[config.mk]
export PLATFORM = sky130hd
export DESIGN_NAME = snn_run_controller
export DESIGN_NICKNAME = d
export VERILOG_FILES = /design/src/rtl/snn_pkg.sv /design/src/rtl/spike_count_sat.sv /design/src/rtl/snn_run_controller.sv
export SDC_FILE = /design/constraint.sdc
export NUM_CORES = 1
export LEC_CHECK = 0
export CAP_MARGIN = 20
export CELL_PAD_IN_SITES_DETAIL_PLACEMENT = 0
export CELL_PAD_IN_SITES_GLOBAL_PLACEMENT = 2
export CORE_ASPECT_RATIO = 0.5
export CORE_MARGIN = 5
export CORE_UTILIZATION = 25
export CTS_BUF_LIST = sky130_fd_sc_hd__clkbuf_8
export DETAILED_ROUTE_END_ITERATION = 8
export DONT_BUFFER_PORTS = 1
export PLACE_DENSITY = 0.52
export SETUP_SLACK_MARGIN = 0.15
export SLEW_MARGIN = 20
export SYNTH_ARGS = -nofsm -noshare
export SYNTH_HDL_FRONTEND = slang
export SYNTH_SLANG_ARGS = --single-unit
[constraint.sdc]
create_clock -name S_AXI_ACLK -period 3.9 [get_ports S_AXI_ACLK]
set_input_delay 0.39 -clock S_AXI_ACLK [delete_from_list [all_inputs] [get_ports S_AXI_ACLK]]
set_output_delay 0.39 -clock S_AXI_ACLK [all_outputs]
set_load 0.005 [all_outputs]
[src/rtl/snn_pkg.sv]
// Shared types and default widths for the spiking-network run controller.
//   snn_run_state_t : run sequencer states (IDLE, CLEAR, RUN, DRAIN)
//   SNN_COUNT_WIDTH : default per-output spike counter width
//   SNN_STEP_WIDTH  : default timestep counter width
package snn_pkg;

    typedef enum logic [1:0] {
        IDLE  = 2'd0,
        CLEAR = 2'd1,
        RUN   = 2'd2,
        DRAIN = 2'd3
    } snn_run_state_t;

    localparam int SNN_COUNT_WIDTH = 16;
    localparam int SNN_STEP_WIDTH  = 16;

endpackage

[src/rtl/spike_count_sat.sv]
// One saturating up-counter for a single output neuron.
//   clk, rst_n : clock and asynchronous active-low reset
//   clr        : synchronous clear (takes priority over en)
//   en         : count one spike this cycle
//   count      : current count, holds at all-ones instead of wrapping
module spike_count_sat
    import snn_pkg::*;
#(
    parameter int WIDTH = SNN_COUNT_WIDTH
) (
    input  logic             clk,
    input  logic             rst_n,
    input  logic             clr,
    input  logic             en,
    output logic [WIDTH-1:0] count
);

    // NOTE: sequential state uses non-blocking assignments so every flop
    // samples pre-edge values regardless of process ordering.
    always_ff @(posedge clk or negedge rst_n) begin
        if (!rst_n) begin
            count <= '0;
        end else if (clr) begin
            count <= '0;
        end else if (en && (count != '1)) begin
            count <= count + 1'b1;
        end
    end

endmodule

[src/rtl/snn_run_controller.sv]
// Sequencer for one inference window of the spiking network.
//   S_AXI_ACLK, S_AXI_ARESETN : clock, asynchronous active-low reset
//   start, abort              : single-cycle run request / cancel
//   num_steps                 : timesteps per run, latched on accepted start
//   spike_out                 : network output spikes (one bit per output)
//   net_rst                   : network clear request (CLEAR phase)
//   spike_gen_en              : spike generator enable (RUN phase)
//   mem_lock, busy            : high while a run is in progress
//   done                      : sticky, last run completed without abort
//   step_cnt                  : timesteps elapsed in current/last run
//   count_out                 : per-output spike counts, output i at
//                               [i*COUNT_WIDTH +: COUNT_WIDTH]
module snn_run_controller
    import snn_pkg::*;
#(
    parameter int NUM_OUTPUTS   = 1,
    parameter int COUNT_WIDTH   = SNN_COUNT_WIDTH,
    parameter int STEP_WIDTH    = SNN_STEP_WIDTH,
    parameter int SETTLE_CYCLES = 2
) (
    input  logic                               S_AXI_ACLK,
    input  logic                               S_AXI_ARESETN,
    input  logic                               start,
    input  logic                               abort,
    input  logic [STEP_WIDTH-1:0]              num_steps,
    input  logic [NUM_OUTPUTS-1:0]             spike_out,
    output logic                               net_rst,
    output logic                               spike_gen_en,
    output logic                               mem_lock,
    output logic                               busy,
    output logic                               done,
    output logic [STEP_WIDTH-1:0]              step_cnt,
    output logic [NUM_OUTPUTS*COUNT_WIDTH-1:0] count_out
);

    localparam int PHASE_W = (SETTLE_CYCLES > 1) ? $clog2(SETTLE_CYCLES) : 1;
    localparam logic [PHASE_W-1:0] PHASE_LAST = PHASE_W'(SETTLE_CYCLES - 1);

    snn_run_state_t        state, state_next;
    logic [PHASE_W-1:0]    phase_cnt;
    logic [STEP_WIDTH-1:0] steps_lat;
    logic                  accept_start;
    logic                  finish;
    logic                  counting;

    // NOTE: every always_comb output gets a default first so no path leaves
    // a signal unassigned, which would otherwise infer a latch.
    always_comb begin
        state_next   = state;
        accept_start = 1'b0;
        finish       = 1'b0;
        case (state)
            IDLE: begin
                // abort wins over a simultaneous start
                if (start && !abort) begin
                    state_next   = CLEAR;
                    accept_start = 1'b1;
                end
            end
            CLEAR: begin
                if (abort) begin
                    state_next = IDLE;
                end else if (phase_cnt == PHASE_LAST) begin
                    state_next = (steps_lat != '0) ? RUN : DRAIN;
                end
            end
            RUN: begin
                // step_cnt already counts the current RUN cycle
                if (abort) begin
                    state_next = IDLE;
                end else if (step_cnt == steps_lat) begin
                    state_next = DRAIN;
                end
            end
            DRAIN: begin
                if (abort) begin
                    state_next = IDLE;
                end else if (phase_cnt == PHASE_LAST) begin
                    state_next = IDLE;
                    finish     = 1'b1;
                end
            end
            default: state_next = IDLE;
        endcase
    end

    // The abort edge itself is not counted so counts freeze where they stand.
    assign counting = ((state == RUN) || (state == DRAIN)) && !abort;

    always_ff @(posedge S_AXI_ACLK or negedge S_AXI_ARESETN) begin
        if (!S_AXI_ARESETN) begin
            state        <= IDLE;
            phase_cnt    <= '0;
            steps_lat    <= '0;
            step_cnt     <= '0;
            done         <= 1'b0;
            busy         <= 1'b0;
            mem_lock     <= 1'b0;
            net_rst      <= 1'b0;
            spike_gen_en <= 1'b0;
        end else begin
            state <= state_next;

            // Phase counter restarts on every state change.
            if ((state_next == state) && ((state == CLEAR) || (state == DRAIN))) begin
                phase_cnt <= phase_cnt + 1'b1;
            end else begin
                phase_cnt <= '0;
            end

            if (accept_start) begin
                steps_lat <= num_steps;
                step_cnt  <= '0;
                done      <= 1'b0;
            end else if (state_next == RUN) begin
                step_cnt <= step_cnt + 1'b1;
            end

            if (finish) begin
                done <= 1'b1;
            end

            // NOTE: outputs are decoded from the next state and registered,
            // so they change exactly with the state and never glitch.
            busy         <= (state_next != IDLE);
            mem_lock     <= (state_next != IDLE);
            net_rst      <= (state_next == CLEAR);
            spike_gen_en <= (state_next == RUN);
        end
    end

    for (genvar i = 0; i < NUM_OUTPUTS; i++) begin : g_cnt
        spike_count_sat #(
            .WIDTH (COUNT_WIDTH)
        ) u_cnt (
            .clk   (S_AXI_ACLK),
            .rst_n (S_AXI_ARESETN),
            .clr   (accept_start),
            .en    (counting && spike_out[i]),
            .count (count_out[i*COUNT_WIDTH +: COUNT_WIDTH])
        );
    end

endmodule

# [Word level (Yosys, flattened, before mapping)]
# Index checks and enable logic that the tools add are counted.
[totals] register_bits=55 latch_bits=0 ramBits=0 rom_bits=0 mem_count=0
[op_classes] n_addsub=3 n_mul=0 div_mod_pow=0 n_lt_le_gt_ge=0 n_eq_ne=8 shift=0 muxes=21 bitwise=0 reduce_logical=14
[ops] cell="$mux W16" n=4
[ops] cell="$add A16 B1 Y16 const B" n=2
[ops] cell="$eq A16 B16 Y1" n=1
[ops] cell="$ne A16 B16 Y1 const B" n=1
[ops] cell="$reduce_bool A16 Y1" n=1
[ops] cell="$mux W2" n=7
[ops] cell="$mux W1" n=9
[ops] cell="$pmux W2 S4" n=1
[ops] cell="$reduce_bool A2 Y1" n=4
[ops] cell="$eq A2 B2 Y1 const B" n=3
[ops] cell="$logic_and A1 B1 Y1" n=5
[ops] cell="$eq A2 B1 Y1 const B" n=2
[ops] cell="$eq A2 B2 Y1" n=1
[ops] cell="$logic_not A2 Y1" n=1
[ops] cell="$logic_or A1 B1 Y1" n=2
[ops] cell="$add A1 B1 Y1 const B" n=1
[ops] cell="$logic_not A1 Y1" n=1

# [Depth between registers and ports, before layout]
# Gate-level depths: netlist (run 1).
[depth] depth_word=8 mapped_depth=8 mapped_depth_nobuf=7

# [Hierarchy]
# Synthesis (run 1) repeated with hierarchy kept, for this count alone.
[unflattened] cells_unflattened=322 area_unflattened_um2=3021.6
[by_module_without_submodules] module="snn_run_controller" n_inst=1 cells_per_inst=224 area_per_inst_um2=2079.5
[by_module_without_submodules] module="spike_count_sat" n_inst=1 cells_per_inst=98 area_per_inst_um2=942.2

# [Worst setup path after synthesis (run 1)]
# No wires, ideal clock.
[synth_path] path_kind="reg-to-reg" start="register step_cnt[4]" end="register step_cnt[10]" setup_time_ns=0.079 arrival_time_ns=2.020 path_slack_ns=1.801 path_stages_with_launch=6 cell_sequence="dfrtp_1 > xor2_1 > or4_1 > or4b_4 > o2111ai_1 > mux2i_1"
[synth_between] elab_chain_cells=6 elab_cells_between_ends=9
[synth_lines] item="from (decl)" line_no="snn_run_controller.sv:32" rtl="output logic [STEP_WIDTH-1:0] step_cnt,"
[synth_lines] item="from (signal assigned)" line_no="snn_run_controller.sv:116" rtl="step_cnt <= step_cnt + 1'b1;"
[synth_lines] item="$eq A16 B16 Y1" line_no="snn_run_controller.sv:71" rtl="end else if (step_cnt == steps_lat) begin"
[synth_lines] item="$mux W2" line_no="snn_run_controller.sv:71"
[synth_lines] item="$mux W2" line_no="snn_run_controller.sv:69" rtl="if (abort) begin"
[synth_lines] item="$pmux W2 S4" line_no="snn_run_controller.sv:52" rtl="case (state)"
[synth_lines] item="$eq A2 B2 Y1" line_no="snn_run_controller.sv:115" rtl="end else if (state_next == RUN) begin"
[synth_lines] item="$reduce_bool A2 Y1 (no source line)"
# Parallel ways exist; a longest one is shown, timed or not. The select of a mux whose other input is x is not followed.
# A chain may end at the register's enable or synchronous reset.

# [Worst setup path in the final report (run 1)]
[layout_path] start="register step_cnt[4]" end="register step_cnt[14]"
# The elaborated chain is that of the path after synthesis.

==> results by group, run 1 <==
Power
  • Clock power share: 29.6%
  • Switching share of total power: 29.8%
  • Internal Power: 0.843 mW
  • Net Sw Power: 0.358 mW
  • Seq pwr share: 56.5%
  • Pleak: 1.37 nW
  • Maximum VDD drop: 0.000121 V
  • P per Cell Area: 381 mW/mm2
  • Logic pwr share: 13.9%

Drt
  • Iteration count of the initial detailed-routing pass: 4
  • DR WL/cell: 17.7 um
  • Top sig layer: met4
  • Total Wirelength: 8.30 mm
  • Remaining antenna violation count: 0
  • Via/cell ratio: 4.95
  • Routed metal-1 wirelength: 4.10 mm
  • Metal2 WL: 3.63 mm
  • DR vias: 2,320
  • Met3 WL: 548 um
  • DRC Markers: 0
  • Detailed Route Iter0 Violations: 86

STA
  • Relative slew margins: 54.2%
  • Tightest Pin Transition: 676 ps
  • Min Tclk post-route: 2350 ps
  • Unrepaired setup endpoints after global routing: false
  • Setup violations, final: 0
  • Final Hold Vio Count: 0
  • Final worst-path cycle share: 60.2%
  • Fmax: 426 MHz
  • Total negative slack: 0 ps
  • Slew Limit Fails: 0
  • Worst Clk Skew: 6.22 ps

CTS
  • CTS tree: done
  • Clock sink count: 55
  • Post-cts sizing count: 0
  • Root Driver: clkbuf_8
  • # H-tree levels: 2
  • Clk buf depth: 2
  • Clock slew at reported path FFs: 100 ps
  • Hold buffers post-CTS: 2
  • Post-CTS Setup Inserts: 0
  • Clock latency on the worst-skew pair: 310 ps
  • CTS buffer count: 5

Run status
  • Status: complete, no violations

Synthesis
  • Synth Net Count: 347
  • Avg Cell Area, Syn: 8.84 um2
  • Seq/Total Area, Yosys: 48.0%
  • Post-synthesis cell type count: 38
  • Syn Inst Count: 324
  • Mapped Area: 0.00287 mm2
  • Most used DFF post-synth: dfrtp_1
  • Share of flip-flops with an asynchronous set or reset: 100%
  • EDFF count, synth: 0
  • Yosys warns: 0
  • Yosys reg bits: 55

Critical path
  • Setup CP Type: reg2reg
  • CP startpoint kind: register
  • Worst r2r path cells: 5
  • Worst Setup End Kind: register
  • Crit Path Max Fanout: 7
  • Arrival time of the worst setup path: 2580 ps
  • R2r setup slk: 1550 ps
  • FF-to-FF End: step_cnt[14]$_DFFE_PN0P_
  • R2r startpoint: step_cnt[4]$_DFFE_PN0P_
  • Req. time, crit path: 4140 ps

Finish
  • Final non-filler cell total: 469
  • Area delta synth->final: 10.1%
  • # diodes: 0
  • Fill count: 1,198
  • Share of post-route cells with drive strength above 1: 5.25%
  • Multi-input logic area: 0.00142 mm2
  • Layout Nets: 346
  • Storage cell area: 0.00138 mm2

Place
  • Inst Count DP: 459
  • Post-DP HPWL: 6.26 mm
  • RD Place Congestion: 0.729
  • # port buffers: 0

Min path
  • Hold Path End: state[1]$_DFF_PN0_
  • Hold crit path type: in2reg
  • Worst hold start: abort
  • Hold Path Depth: 1

Die
  • Core ar.: 0.0111 mm2
  • I/O pin count: 58
  • Die outline width: 161 um
  • Die height: 85.7 um
  • Starting Density: 25.8%
  • Die Area: 0.0138 mm2
  • Row count: 27

Global route
  • Global-route wire length before repair: 13.7 mm
  • Gr usage total: 12.5%
  • Initial antenna violation count: 0
  • Largest net degree at the start of global routing: 56
  • Vias in the first global route: 2,379
  • Grt ovf: 0

Run
  • Max-cap violations: 0
==> critical path, stage by stage (launching register included) <==
cell and delay [ps]:
dfrtp_1 500, xor2_1 200, or4_1 550, or4b_4 530
o2111ai_1 280, mux2i_1 220
==> sequential cells by signal, summed over array words and instances, names as in the netlist <==
name / cells
state: 2
net_rst: 1
busy: 1
done: 1
g_cnt.u_cnt.count: 16
phase_cnt: 1
step_cnt: 16
steps_lat: 16
spike_gen_en: 1
==> layout make-up <==
cell class                 count  share of cell area, %
multi-input combinational    250                   45.0
timing repair buffer           4                   1.67
clock buffer                   7                   3.05
inverter                       7                  0.833
tap                          145                   5.75
sequential                    55                   43.6
clock inverter                 1                  0.119
==> cells in the final DEF, fill, tap and decap left out, drive strengths merged, types with 3 or more instances in the layout <==
cell type / synthesis / final
xnor2: 8 / 8
nor4: 12 / 12
or4: 7 / 7
nand4: 12 / 12
nand2b: 5 / 5
o311ai: 3 / 3
nand3: 11 / 11
mux2i: 4 / 4
nor2: 23 / 23
o21ai: 11 / 11
inv: 7 / 8
xor2: 19 / 19
buf: 6 / 3
dfrtp: 55 / 55
nand2: 76 / 76
nor3: 8 / 8
or3: 9 / 9
clkbuf: 6 / 7
or2: 3 / 3
a21oi: 15 / 15
and3: 4 / 4
==> cells in the mapped netlist (3+ instances only) <==
master	n	area share [%]
nand4_1	12	2.6
nand2_1	76	10
nand2b_1	5	1.1
nor2_1	23	3.0
and3_1	4	0.87
nor4_1	12	2.6
nand3_1	11	1.9
a21oi_1	15	2.6
or3_1	9	2.0
xnor2_1	8	2.4
clkbuf_1	6	0.79
xor2_1	19	5.8
dfrtp_1	55	48
or2_2	3	0.66
or4_1	7	1.8
mux2i_1	4	1.4
buf_2	3	0.52
nor3_1	8	1.4
o21ai_0	11	1.9
inv_1	7	0.92
==> worst max path at each step <==
stage	from	endpoint	slack (ps)	cells after the start
6_report	step_cnt[4]$_DFFE_PN0P_	step_cnt[14]$_DFFE_PN0P_	1550	5
5_1_grt	step_cnt[3]$_DFFE_PN0P_	step_cnt[14]$_DFFE_PN0P_	1440	5
4_1_cts	g_cnt[0].u_cnt.count[0]$_DFFE_PN0P_	g_cnt[0].u_cnt.count[12]$_DFFE_PN0P_	1390	7
3_5_place_dp	g_cnt[0].u_cnt.count[0]$_DFFE_PN0P_	g_cnt[0].u_cnt.count[12]$_DFFE_PN0P_	1410	7
3_3_place_gp	g_cnt[0].u_cnt.count[0]$_DFFE_PN0P_	g_cnt[0].u_cnt.count[12]$_DFFE_PN0P_	1460	7
2_1_floorplan	step_cnt[4]$_DFFE_PN0P_	step_cnt[10]$_DFFE_PN0P_	1800	5
==> per-stage QoR <==
step	hold slack [ps]	utilization [%]	worst slack [ps]	area [um2]	power (mW)
3_5_place_dp	96.5	27.1	1410	3010	0.845
5_1_grt	133	28.4	1440	3160	1.29
6_report	159	28.4	1550	3160	1.20
2_1_floorplan	94.4	-	1800	2870	0.794
4_1_cts	136	28.3	1390	3150	1.22
3_3_place_gp	96.4	27.1	1460	3010	0.845
==> power by group through the flow <==
stage / registers [mW] / clock network (mW) / logic (mW)
detailed placement: 0.692 / 0 / 0.153
finish: 0.678 / 0.356 / 0.167
global placement: 0.691 / 0 / 0.154
global route: 0.688 / 0.401 / 0.197
CTS: 0.681 / 0.373 / 0.170
floorplan: 0.667 / 0 / 0.127
==> kinds of logic (layout without fill, tap and decap cells) <==
family          count (synthesis)  count (layout)  share of synthesized area, %
simple gates                  179             179                          30.8
flops                          55              55                          48.0
compound gates                 38              38                          7.90
xor+xnor                       27              27                          8.25
buf+inv                        19              19                          2.75
mux                             4               4                          1.40
fa+ha+maj                       2               2                         0.873
==> per-layer routing <==
metal	global-route usage (%)	vias to the layer above
met5	0	-
met4	1.63	0
met3	4.61	2
met2	19.1	45
met1	17.5	1142
li1	-	1131
Power figures use the tool's default switching activity.
==> run 2: changes to the inputs <==
- PLACE_DENSITY: 0.52 -> 0.54
- clock period: 3.9 -> 2.15 ns (I/O delays scaled with it)
==> run 2 against run 1 <==
The run now ends with negative setup slack left. Non-clock buffer count grew 62. First-iteration DRC count grew 1.2%. Register-to-register slack lost 1600 ps. Largest power group unchanged.
==> results by group, run 2 (synthesis gave the netlist of run 1 again) <==
Run status
  • Status: complete, but fails checks
  • Violated checks: negative setup slack

Finish
  • Storage cell area: 0.00138 mm2
  • Area delta synth->final: 35.6%
  • Top Registers: g_cnt.u_cnt.count: 16 flops, step_cnt: 16 flops, steps_lat: 16 flops
  • Share of post-route cells with drive strength above 1: 25.4%
  • Most frequent cells in the layout: nand2_1 (74), dfrtp_1 (49), buf_4 (42)
  • # diodes: 0
  • Final non-filler cell total: 531
  • Multi-input logic area: 0.00161 mm2
  • Layout Nets: 408
  • Core Util, Final: 35.0%
  • Most common cell after layout, fill and taps aside: nand2_1
  • Fill count: 1,131

Global route
  • Gr usage total: 13.6%
  • Largest net degree at the start of global routing: 56
  • Initial antenna violation count: 0
  • Vias in the first global route: 2,662
  • Global-route wire length before repair: 14.7 mm
  • Grt ovf: 0

STA
  • Final Hold Vio Count: 0
  • Unrepaired setup endpoints after global routing: true
  • Worst setup margin: -33.9 ps
  • Total negative slack: -47.3 ps
  • Relative slew margins: 70.0%
  • Tightest Pin Transition: 450 ps
  • Min Tclk post-route: 2180 ps
  • Slew Limit Fails: 0
  • Setup violations, final: 2
  • Final worst-path cycle share: 102%
  • Worst Clk Skew: 7.57 ps
  • Fmax: 458 MHz

Critical path
  • Max incr delay on CP: 560 ps
  • Crit Path Max Fanout: 2
  • Arrival time of the worst setup path: 2430 ps
  • R2r startpoint: steps_lat[4]$_DFFE_PN0P_
  • Setup crit start: steps_lat[4]$_DFFE_PN0P_
  • Setup CP Type: reg2reg
  • Worst Setup End Kind: register
  • Crit-path cells: xor2_1, or4_1, or4b_4, o2111ai_4, mux2i_1
  • Worst Path Buf+Inv: 0
  • Slowest CP cell: or4b_4
  • Req. time, crit path: 2400 ps
  • CP top delay family: simple AND/OR/NAND/NOR gates
  • CP startpoint kind: register

Place
  • RD Place Congestion: 0.819
  • Inst Count DP: 492
  • Post-DP HPWL: 6.75 mm
  • # port buffers: 0
  • Pre-CTS worst setup slack: -38.8 ps

Drt
  • Iteration count of the initial detailed-routing pass: 4
  • DR vias: 2,565
  • DR WL/cell: 17.4 um
  • Remaining antenna violation count: 0
  • Total Wirelength: 9.25 mm
  • Via/cell ratio: 4.83
  • DRC Markers: 0
  • Detailed Route Iter0 Violations: 87

CTS
  • CTS tree: done
  • Clock sink count: 55
  • Clock latency on the worst-skew pair: 320 ps
  • CTS buffer count: 5
  • # H-tree levels: 2
  • Clock slew at reported path FFs: 110 ps
  • Root Driver: clkbuf_8
  • Clk buf depth: 2

Power
  • Internal Power: 1.56 mW
  • Logic pwr share: 19.6%
  • Net Sw Power: 0.738 mW
  • Pleak: 1.71 nW
  • Total power: 2.30 mW
  • Clock power share: 27.2%
  • Maximum VDD drop: 0.000225 V
  • Seq pwr share: 53.2%
  • Switching share of total power: 32.1%
  • P per Cell Area: 592 mW/mm2

Min path
  • Worst hold start: num_steps[8]
  • Hold crit path type: in2reg

Die
  • Starting Density: 25.8%
  • Die height: 85.7 um
  • Die Area: 0.0138 mm2
  • Row count: 27
  • I/O pin count: 58
  • Die outline width: 161 um
  • Core ar.: 0.0111 mm2

Run
  • Max-cap violations: 0
run 2: layout make-up:
type	count	area share (%)
multi-input combinational	250	41.5
sequential	55	35.6
tap	145	4.67
timing repair buffer	66	15.2
clock buffer	5	1.77
inverter	7	0.676
clock inverter	3	0.612
run 2: final timing paths:
| check | to | slack [ps] | depth (start not counted) |
|---|---|---|---|
| max | step_cnt[14]$_DFFE_PN0P_ | -30 | 5 |
| min | steps_lat[8]$_DFFE_PN0P_ | 20 | 2 |
| max reg2reg | step_cnt[14]$_DFFE_PN0P_ | -30 | 5 |
| min reg2reg | phase_cnt$_DFF_PN0_ | 540 | 1 |
| max in group asynchronous | step_cnt[0]$_DFFE_PN0P_ | 1450 | 2 |
| min in group asynchronous | g_cnt[0].u_cnt.count[6]$_DFFE_PN0P_ | 410 | 2 |
run 2: metal layers:
metal  GRT usage, %  part of all wire, %  up-vias
met5              0                    0        -
met4           2.55                 0.50        0
met3           4.66                  6.0        6
met2           20.8                   45       37
met1           18.7                   49     1273
li1               -                    -     1249
run 2: timing repair:
| action | 4_1_cts | 5_1_grt |
|---|---|---|
| setup buffers | 5 | 8 |
| pin swaps | 8 | 22 |
| endpoints found under the setup margin | 16 | 21 |
| hold buffers | 17 | 0 |
| resized for setup | 16 | 36 |
| gates cloned | 1 | 0 |
| endpoints found under the hold margin | 70 | 0 |
run 2: power by group through the flow:
stage          Clock [mW]  Sequential, mW  Combinational (mW)
6_report            0.626            1.22               0.451
5_1_grt             0.690            1.24               0.505
4_1_cts             0.669            1.21               0.440
3_5_place_dp            0            1.23               0.346
3_3_place_gp            0            1.23               0.347
2_1_floorplan           0            1.21               0.231
run 2: metrics by stage:
| step | area [um2] | hold WS (ps) |
|---|---|---|
| final | 3890 | 23.2 |
| after global routing | 3890 | 1.41 |
| after CTS | 3670 | 5.77 |
| after detailed placement | 3270 | -78.2 |
| after global placement | 3270 | -78.3 |
| after floorplan | 2880 | -80.6 |
